`config.mk`:
```
export PLATFORM = sky130hd
export DESIGN_NAME = shift_test_sequencer
export DESIGN_NICKNAME = d
export VERILOG_FILES = /design/src/rtl/shift_test_sequencer.sv
export SDC_FILE = /design/constraint.sdc
export NUM_CORES = 1
export LEC_CHECK = 0
export CAP_MARGIN = 30
export CORE_MARGIN = 10
export CORE_UTILIZATION = 44
export CTS_BUF_LIST = sky130_fd_sc_hd__clkbuf_16
export DETAILED_ROUTE_END_ITERATION = 16
export GPL_TIMING_DRIVEN = 1
export PLACE_DENSITY = 0.86
export SLEW_MARGIN = 20
export SYNTH_ARGS = -nofsm -noshare
export SYNTH_HDL_FRONTEND = slang
export SYNTH_SLANG_ARGS = --single-unit
```
`constraint.sdc`:
```
create_clock -name clk -period 1.9 [get_ports clk]
set_clock_uncertainty 0.05 [all_clocks]
set_input_delay 0.285 -clock clk [delete_from_list [all_inputs] [get_ports clk]]
set_output_delay 0.285 -clock clk [all_outputs]
set_load 0.02 [all_outputs]
```
`src/rtl/shift_test_sequencer.sv`:
```
// Shift-path test sequencer: loads LFSR test words into the shift-out stage, handshakes a
// write then a read through the shift controller, and scores each returned word.
`timescale 1ns/1ps
module shift_test_sequencer #(
    parameter int LOAD_PULSE_CYCLES = 3,
    parameter int TIMEOUT_CYCLES    = 1023
) (
    input  logic        clk,
    input  logic        n_reset,
    input  logic        start,
    input  logic [31:0] pattern_seed,
    input  logic [7:0]  num_words,
    output logic [31:0] load_data,
    output logic        load_data_clk,
    output logic        write_go,
    input  logic        write_ready,
    output logic        read_go,
    input  logic        read_ready,
    input  logic [31:0] read_data,
    output logic        busy,
    output logic        done,
    output logic        pass,
    output logic        timeout,
    output logic [7:0]  error_count,
    output logic [31:0] last_bad_data
);

    typedef enum logic [2:0] {IDLE, LOAD, WGO, WWAIT, RGO, RWAIT, CHECK, DONE} state_t;

    localparam logic [31:0] DEFAULT_SEED = 32'h8F8F_8FE1;
    localparam logic [31:0] LFSR_TAPS    = 32'h8020_0003;
    localparam logic [3:0]  PULSE_LAST   = 4'(LOAD_PULSE_CYCLES - 1);
    localparam logic [15:0] WAIT_LAST    = 16'(TIMEOUT_CYCLES - 1);

    state_t      state_q;
    logic [31:0] pattern_q;
    logic [31:0] pattern_d;
    logic [7:0]  words_q;
    logic [3:0]  pulse_q;
    logic [15:0] wait_q;
    logic [7:0]  error_count_q;
    logic [31:0] last_bad_q;
    logic        timeout_q;
    logic        load_clk_q;
    logic        write_go_q;
    logic        read_go_q;
    logic        wait_expired;

    always_comb begin
        pattern_d = {1'b0, pattern_q[31:1]} ^ (pattern_q[0] ? LFSR_TAPS : 32'h0);
    end

    assign wait_expired = (wait_q == WAIT_LAST);

    // NOTE: sequential state uses non-blocking assignments only, so every register in this
    // block sees the pre-edge value of every other register regardless of statement order.
    always_ff @(posedge clk or negedge n_reset) begin
        if (!n_reset) begin
            state_q       <= IDLE;
            pattern_q     <= '0;
            words_q       <= '0;
            pulse_q       <= '0;
            wait_q        <= '0;
            error_count_q <= '0;
            last_bad_q    <= '0;
            timeout_q     <= 1'b0;
            load_clk_q    <= 1'b0;
            write_go_q    <= 1'b0;
            read_go_q     <= 1'b0;
        end else begin
            // Only the handshake-wait branches count up; any other path, including a state
            // change, leaves the wait counter cleared.
            wait_q <= '0;
            unique case (state_q)
                IDLE, DONE: begin
                    if (start) begin
                        pattern_q     <= (pattern_seed == 32'h0) ? DEFAULT_SEED : pattern_seed;
                        words_q       <= num_words;
                        error_count_q <= '0;
                        last_bad_q    <= '0;
                        timeout_q     <= 1'b0;
                        pulse_q       <= '0;
                        if (num_words == 8'h0) begin
                            state_q <= DONE;
                        end else begin
                            state_q    <= LOAD;
                            load_clk_q <= 1'b1;
                        end
                    end
                end
                LOAD: begin
                    if (load_clk_q) begin
                        if (pulse_q == PULSE_LAST) load_clk_q <= 1'b0;
                        else                       pulse_q    <= pulse_q + 4'd1;
                    end else begin
                        state_q    <= WGO;
                        write_go_q <= 1'b1;
                    end
                end
                WGO: begin
                    if (!write_ready) begin
                        write_go_q <= 1'b0;
                        state_q    <= WWAIT;
                    end else if (wait_expired) begin
                        timeout_q  <= 1'b1;
                        write_go_q <= 1'b0;
                        read_go_q  <= 1'b0;
                        state_q    <= DONE;
                    end else begin
                        wait_q <= wait_q + 16'd1;
                    end
                end
                WWAIT: begin
                    if (write_ready) begin
                        read_go_q <= 1'b1;
                        state_q   <= RGO;
                    end else if (wait_expired) begin
                        timeout_q  <= 1'b1;
                        write_go_q <= 1'b0;
                        read_go_q  <= 1'b0;
                        state_q    <= DONE;
                    end else begin
                        wait_q <= wait_q + 16'd1;
                    end
                end
                RGO: begin
                    if (!read_ready) begin
                        read_go_q <= 1'b0;
                        state_q   <= RWAIT;
                    end else if (wait_expired) begin
                        timeout_q  <= 1'b1;
                        write_go_q <= 1'b0;
                        read_go_q  <= 1'b0;
                        state_q    <= DONE;
                    end else begin
                        wait_q <= wait_q + 16'd1;
                    end
                end
                RWAIT: begin
                    if (read_ready) begin
                        state_q <= CHECK;
                    end else if (wait_expired) begin
                        timeout_q  <= 1'b1;
                        write_go_q <= 1'b0;
                        read_go_q  <= 1'b0;
                        state_q    <= DONE;
                    end else begin
                        wait_q <= wait_q + 16'd1;
                    end
                end
                CHECK: begin
                    if (read_data != pattern_q) begin
                        if (error_count_q != 8'hFF) error_count_q <= error_count_q + 8'd1;
                        last_bad_q <= read_data;
                    end
                    pattern_q <= pattern_d;
                    words_q   <= words_q - 8'd1;
                    pulse_q   <= '0;
                    if (words_q == 8'd1) begin
                        state_q <= DONE;
                    end else begin
                        state_q    <= LOAD;
                        load_clk_q <= 1'b1;
                    end
                end
            endcase
        end
    end

    assign busy          = (state_q != IDLE) && (state_q != DONE);
    assign done          = (state_q == DONE);
    assign pass          = done && (error_count_q == 8'h0) && !timeout_q;
    assign timeout       = timeout_q;
    assign error_count   = error_count_q;
    assign last_bad_data = last_bad_q;
    assign load_data     = busy ? pattern_q : 32'h0;
    assign load_data_clk = load_clk_q;
    assign write_go      = write_go_q;
    assign read_go       = read_go_q;

endmodule

```
==> tab_implementation.tex <==
\begin{tabular}{lr}
\hline
Metric & Value \\
\hline
\multicolumn{2}{l}{\textbf{CTS}} \\
\quad Clock-pin transition on the worst setup and hold timing paths & 70 ps \\
\quad Depth of the CTS H-tree & 3 \\
\quad Clock Tree Buf Depth & 2 \\
\quad CTS tree & built \\
\quad Clock network latency to the later pin of the worst-skew pair & 370 ps \\
\quad Clock root cell & sky130\_fd\_sc\_hd\_\_clkbuf\_16 \\
\quad Count of clock tree sinks & 107 \\
\quad Num CTS Buffers & 9 \\
\multicolumn{2}{l}{\textbf{Final layout}} \\
\quad Ratio of cells with drive above 1 in the final layout & 0.365 \\
\quad Fin nets & 1013 \\
\quad Layout Area Growth over Synthesis & 71.3\% \\
\multicolumn{2}{l}{\textbf{Floorplan}} \\
\quad Floorplan core area & 0.0128 mm\^{}2 \\
\quad Initial cell density of the core & 0.455 \\
\quad Die Outline Area & 0.0182 mm\^{}2 \\
\quad Total number of placement rows & 41 \\
\quad Chip Width & 135 um \\
\quad Top-level port count & 156 \\
\quad Vertical extent of the die & 135 um \\
\multicolumn{2}{l}{\textbf{Routing}} \\
\quad Average wire per standard cell & 28.6 um \\
\quad Vias after detailed routing & 7337 \\
\quad Count of unresolved DRC violations after routing & 0 \\
\quad Initial DRC Count & 1143 \\
\quad Detailed-routing iteration count for the pre-antenna-repair pass & 7 \\
\quad DR vias/cell & 6.61 \\
\quad Count of antenna-violating nets left after detailed routing & 0 \\
\quad Routed wire length & 31800 um \\
\multicolumn{2}{l}{\textbf{Yosys}} \\
\quad Yosys synthesis warning count & 0 \\
\quad Post-synthesis instance area & 0.00582 mm\^{}2 \\
\quad Library cell with the largest summed area after synthesis & sky130\_fd\_sc\_hd\_\_dfrtp\_1 \\
\quad Number of standard cells after synthesis & 659 \\
\quad Cell variety after synth & 61 \\
\quad Cell with the most instances after synthesis & sky130\_fd\_sc\_hd\_\_dfrtp\_1 \\
\quad Most used standard cells in the synthesized netlist & sky130\_fd\_sc\_hd\_\_dfrtp\_1, sky130\_fd\_sc\_hd\_\_nand2\_1, sky130\_fd\_sc\_hd\_\_nor2\_1 \\
\quad Number of synthesized register bits & 107 \\
\quad Seq/Total Area, Yosys & 0.460 \\
\quad Number of enable-type register cells in the synthesized netlist & 0 \\
\quad Syn\_nets & 744 \\
\quad Top flip-flop cell by instance count after synthesis & sky130\_fd\_sc\_hd\_\_dfrtp\_1 \\
\quad Syn avg cell area & 8.82 um\^{}2 \\
\quad Fraction of synthesized cell area taken by the top area cell type & 0.460 \\
\quad Share of synthesized registers carrying an async set or reset & 1.00 \\
\quad Cells taking the most area after synthesis & sky130\_fd\_sc\_hd\_\_dfrtp\_1, sky130\_fd\_sc\_hd\_\_xnor2\_1, sky130\_fd\_sc\_hd\_\_nand2\_1 \\
\multicolumn{2}{l}{\textbf{Worst setup path}} \\
\quad Number of cells on the worst reg-to-reg path & 7 \\
\quad Required time of the worst setup path & 2110 ps \\
\quad Worst reg-to-reg setup slack & -680 ps \\
\quad Startpoint types & input port \\
\quad Worst Path Arrival & 2810 ps \\
\quad Kind of end point of the critical path & flop \\
\quad WS Path Type & input port to flop \\
\quad Capture instance of the worst register-to-register path & last\_bad\_data[27] \\
\quad Worst flop-to-flop path startpoint & pattern\_q[2] \\
\quad Critical path endpoint & last\_bad\_data[27] \\
\quad Largest fanout of any net on the critical path & 6 \\
\quad Critical path startpoint & read\_data[2] \\
\multicolumn{2}{l}{\textbf{Power}} \\
\quad Power dissipated by switching net loads & 0.00769 W \\
\quad Overall power consumption & 0.0168 W \\
\quad Share of total power in sequential cells & 0.234 \\
\quad Ratio of total power to cell area & 1690 mW/mm\^{}2 \\
\quad Comb power frac & 0.661 \\
\quad Switching power share of the total & 0.457 \\
\quad Internal power consumption & 0.00913 W \\
\quad Part of the power in the clock network & 0.106 \\
\quad Worst vdd ir & 0.751 mV \\
\quad Static Leakage & 4.45 nW \\
\multicolumn{2}{l}{\textbf{Timing}} \\
\quad Setup violations, final & 137 \\
\quad Total Neg Setup Slack & -42420 ps \\
\quad Max Freq & 385 MHz \\
\quad Headroom to the max-slew limit & 0.620 \\
\quad Slack of the critical path & -700 ps \\
\quad Unrepaired setup endpoints after global routing & true \\
\quad Hold WS & 201 ps \\
\quad Ratio of final minimum period to clock period & 1.37 \\
\quad Final Critical Period & 2600 ps \\
\quad Transition time at the pin with the least slew margin & 564 ps \\
\quad Final Hold Vio Count & 0 \\
\quad Max-slew violation count & 0 \\
\multicolumn{2}{l}{\textbf{Placement}} \\
\quad Routability congestion estimate & 0.891 \\
\quad Half-perimeter wire length after detailed placement & 15900 um \\
\quad Number of buffer cells added on primary ports & 155 \\
\multicolumn{2}{l}{\textbf{Global routing}} \\
\quad Combined global-route utilization of all metal layers & 0.252 \\
\quad First-pass GRT wire length & 36100 um \\
\quad Via count of the first global-routing pass & 6515 \\
\quad Maximum number of pins on one net before global-route repair & 39 \\
\quad Overflow after GRT & 0 \\
\quad Initial antenna violation count & 4 \\
\multicolumn{2}{l}{\textbf{Min path}} \\
\quad Worst Hold Class & input port to flop \\
\multicolumn{2}{l}{\textbf{Run status}} \\
\quad Run status & finished, violations left \\
\quad Violated checks & negative setup slack \\
\multicolumn{2}{l}{\textbf{Job}} \\
\quad Maximum Capacitance Violations & 0 \\
\hline
\end{tabular}
==> per-stage QoR <==
stage / instance area, um^2 / utilization / std cells / setup slack (ps)
floorplan: 5830 / - / 659 / -58.8
global placement: 8310 / 0.651 / 1052 / -630
detailed placement: 8310 / 0.651 / 1052 / -624
CTS: 8960 / 0.702 / 1084 / -172
global route: 9960 / 0.780 / 1108 / -660
finish: 9960 / 0.780 / 1110 / -700
==> layer usage <==
metal / vias up / global-route usage / wire length, um
met5: - / 0 / 0
met4: 0 / 0.146 / 3150
met3: 264 / 0.0697 / 4020
met2: 740 / 0.414 / 14300
met1: 3452 / 0.288 / 10300
li1: 2881 / - / -
==> state kept, by name, indices dropped and copies added (netlist names) <==
| signal | count |
|---|---|
| last_bad_data | 32 |
| pattern_q | 32 |
| wait_q | 16 |
| error_count | 8 |
| words_q | 8 |
| pulse_q | 4 |
| state_q | 3 |
| load_data_clk | 1 |
| read_go | 1 |
| timeout | 1 |
| write_go | 1 |
==> worst min-delay path by stage <==
stage                        startpoint                end  slack (ps)  cells after the start
final                     read_data[20]  last_bad_data[20]         200                      3
after global routing      read_data[20]  last_bad_data[20]         190                      3
after floorplan                 n_reset     error_count[0]         -60                      0
after global placement          n_reset      pattern_q[24]         170                      1
after CTS                       n_reset         pulse_q[2]         330                      2
after detailed placement        n_reset      pattern_q[24]         170                      1
==> cell type report <==
type / instances / area [um^2]
Fill cell: 653 / 2810
Inverter: 25 / 93.8
Tap cell: 172 / 215
Sequential cell: 107 / 2680
Clock buffer: 9 / 225
Antenna cell: 5 / 12.5
Timing Repair Buffer: 295 / 3080
Multi-Input combinational cell: 490 / 3620
Clock inverter: 7 / 36.3
==> power by group through the flow <==
stage | clock [W] | sequential (W) | combinational [W]
floorplan | 0 | 0.00387 | 0.00366
global placement | 0 | 0.00367 | 0.00747
detailed placement | 0 | 0.00371 | 0.00766
CTS | 0.00174 | 0.00367 | 0.00818
global route | 0.00186 | 0.00393 | 0.0115
finish | 0.00178 | 0.00393 | 0.0111
==> logic make-up (layout without fill, tap and decap cells) <==
| group | after synthesis | count (layout) | share of synthesized area |
|---|---|---|---|
| compound gates | 135 | 136 | 0.148 |
| simple gates | 294 | 294 | 0.250 |
| mux | 3 | 3 | 0.00538 |
| xor+xnor | 49 | 49 | 0.0738 |
| fa+ha+maj | 8 | 8 | 0.0172 |
| flops | 107 | 107 | 0.460 |
| other cells | 0 | 5 | 0 |
| buf+inv | 63 | 336 | 0.0445 |
==> timing repair <==
item                                   CTS  global route
gates resized for setup                243           212
pin swaps                               18            82
endpoints found under the hold margin   20             0
setup buffers                            9             7
gates cloned                             6            14
setup endpoints to repair              117           137
hold buffers                             1             0
==> layout by cell type, fill, tap and decap left out, types with 5 or more instances in the layout <==
| cell type | Yosys | routed |
|---|---|---|
| sky130_fd_sc_hd__xor2_1 | 7 | 7 |
| sky130_fd_sc_hd__or3_1 | 6 | 6 |
| sky130_fd_sc_hd__o22ai_1 | 22 | 19 |
| sky130_fd_sc_hd__and3_1 | 6 | 5 |
| sky130_fd_sc_hd__nand2_4 | 0 | 14 |
| sky130_fd_sc_hd__diode_2 | 0 | 5 |
| sky130_fd_sc_hd__ha_1 | 8 | 7 |
| sky130_fd_sc_hd__nor3_1 | 25 | 6 |
| sky130_fd_sc_hd__nor4_1 | 14 | 12 |
| sky130_fd_sc_hd__dfrtp_1 | 107 | 105 |
| sky130_fd_sc_hd__xnor2_2 | 0 | 7 |
| sky130_fd_sc_hd__and2_4 | 0 | 32 |
| sky130_fd_sc_hd__nand2_1 | 90 | 55 |
| sky130_fd_sc_hd__o21ai_0 | 50 | 12 |
| sky130_fd_sc_hd__clkdlybuf4s50_1 | 0 | 115 |
| sky130_fd_sc_hd__nand3_1 | 19 | 15 |
| sky130_fd_sc_hd__a222oi_1 | 11 | 11 |
| sky130_fd_sc_hd__inv_1 | 25 | 26 |
| sky130_fd_sc_hd__o21ai_2 | 0 | 22 |
| sky130_fd_sc_hd__buf_12 | 0 | 8 |
| sky130_fd_sc_hd__nor2_1 | 60 | 58 |
| sky130_fd_sc_hd__a21oi_1 | 19 | 17 |
| sky130_fd_sc_hd__buf_6 | 1 | 59 |
| sky130_fd_sc_hd__clkbuf_16 | 0 | 17 |
| sky130_fd_sc_hd__xnor2_1 | 42 | 35 |
| sky130_fd_sc_hd__nor3_2 | 1 | 8 |
| sky130_fd_sc_hd__nor3_4 | 0 | 12 |
| sky130_fd_sc_hd__o21ai_1 | 2 | 18 |
| sky130_fd_sc_hd__nand4_1 | 16 | 16 |
| sky130_fd_sc_hd__buf_4 | 1 | 92 |
| sky130_fd_sc_hd__nand2_2 | 2 | 22 |
==> worst max-delay path: stages <==
cell	delay, ps
sky130_fd_sc_hd__clkdlybuf4s50_1	510
sky130_fd_sc_hd__xnor2_2	360
sky130_fd_sc_hd__nand4_1	470
sky130_fd_sc_hd__nor4_4	390
sky130_fd_sc_hd__buf_6	200
sky130_fd_sc_hd__a21oi_4	130
sky130_fd_sc_hd__buf_6	170
sky130_fd_sc_hd__o21ai_2	280
No activity file was read; power rests on OpenSTA's default activity.
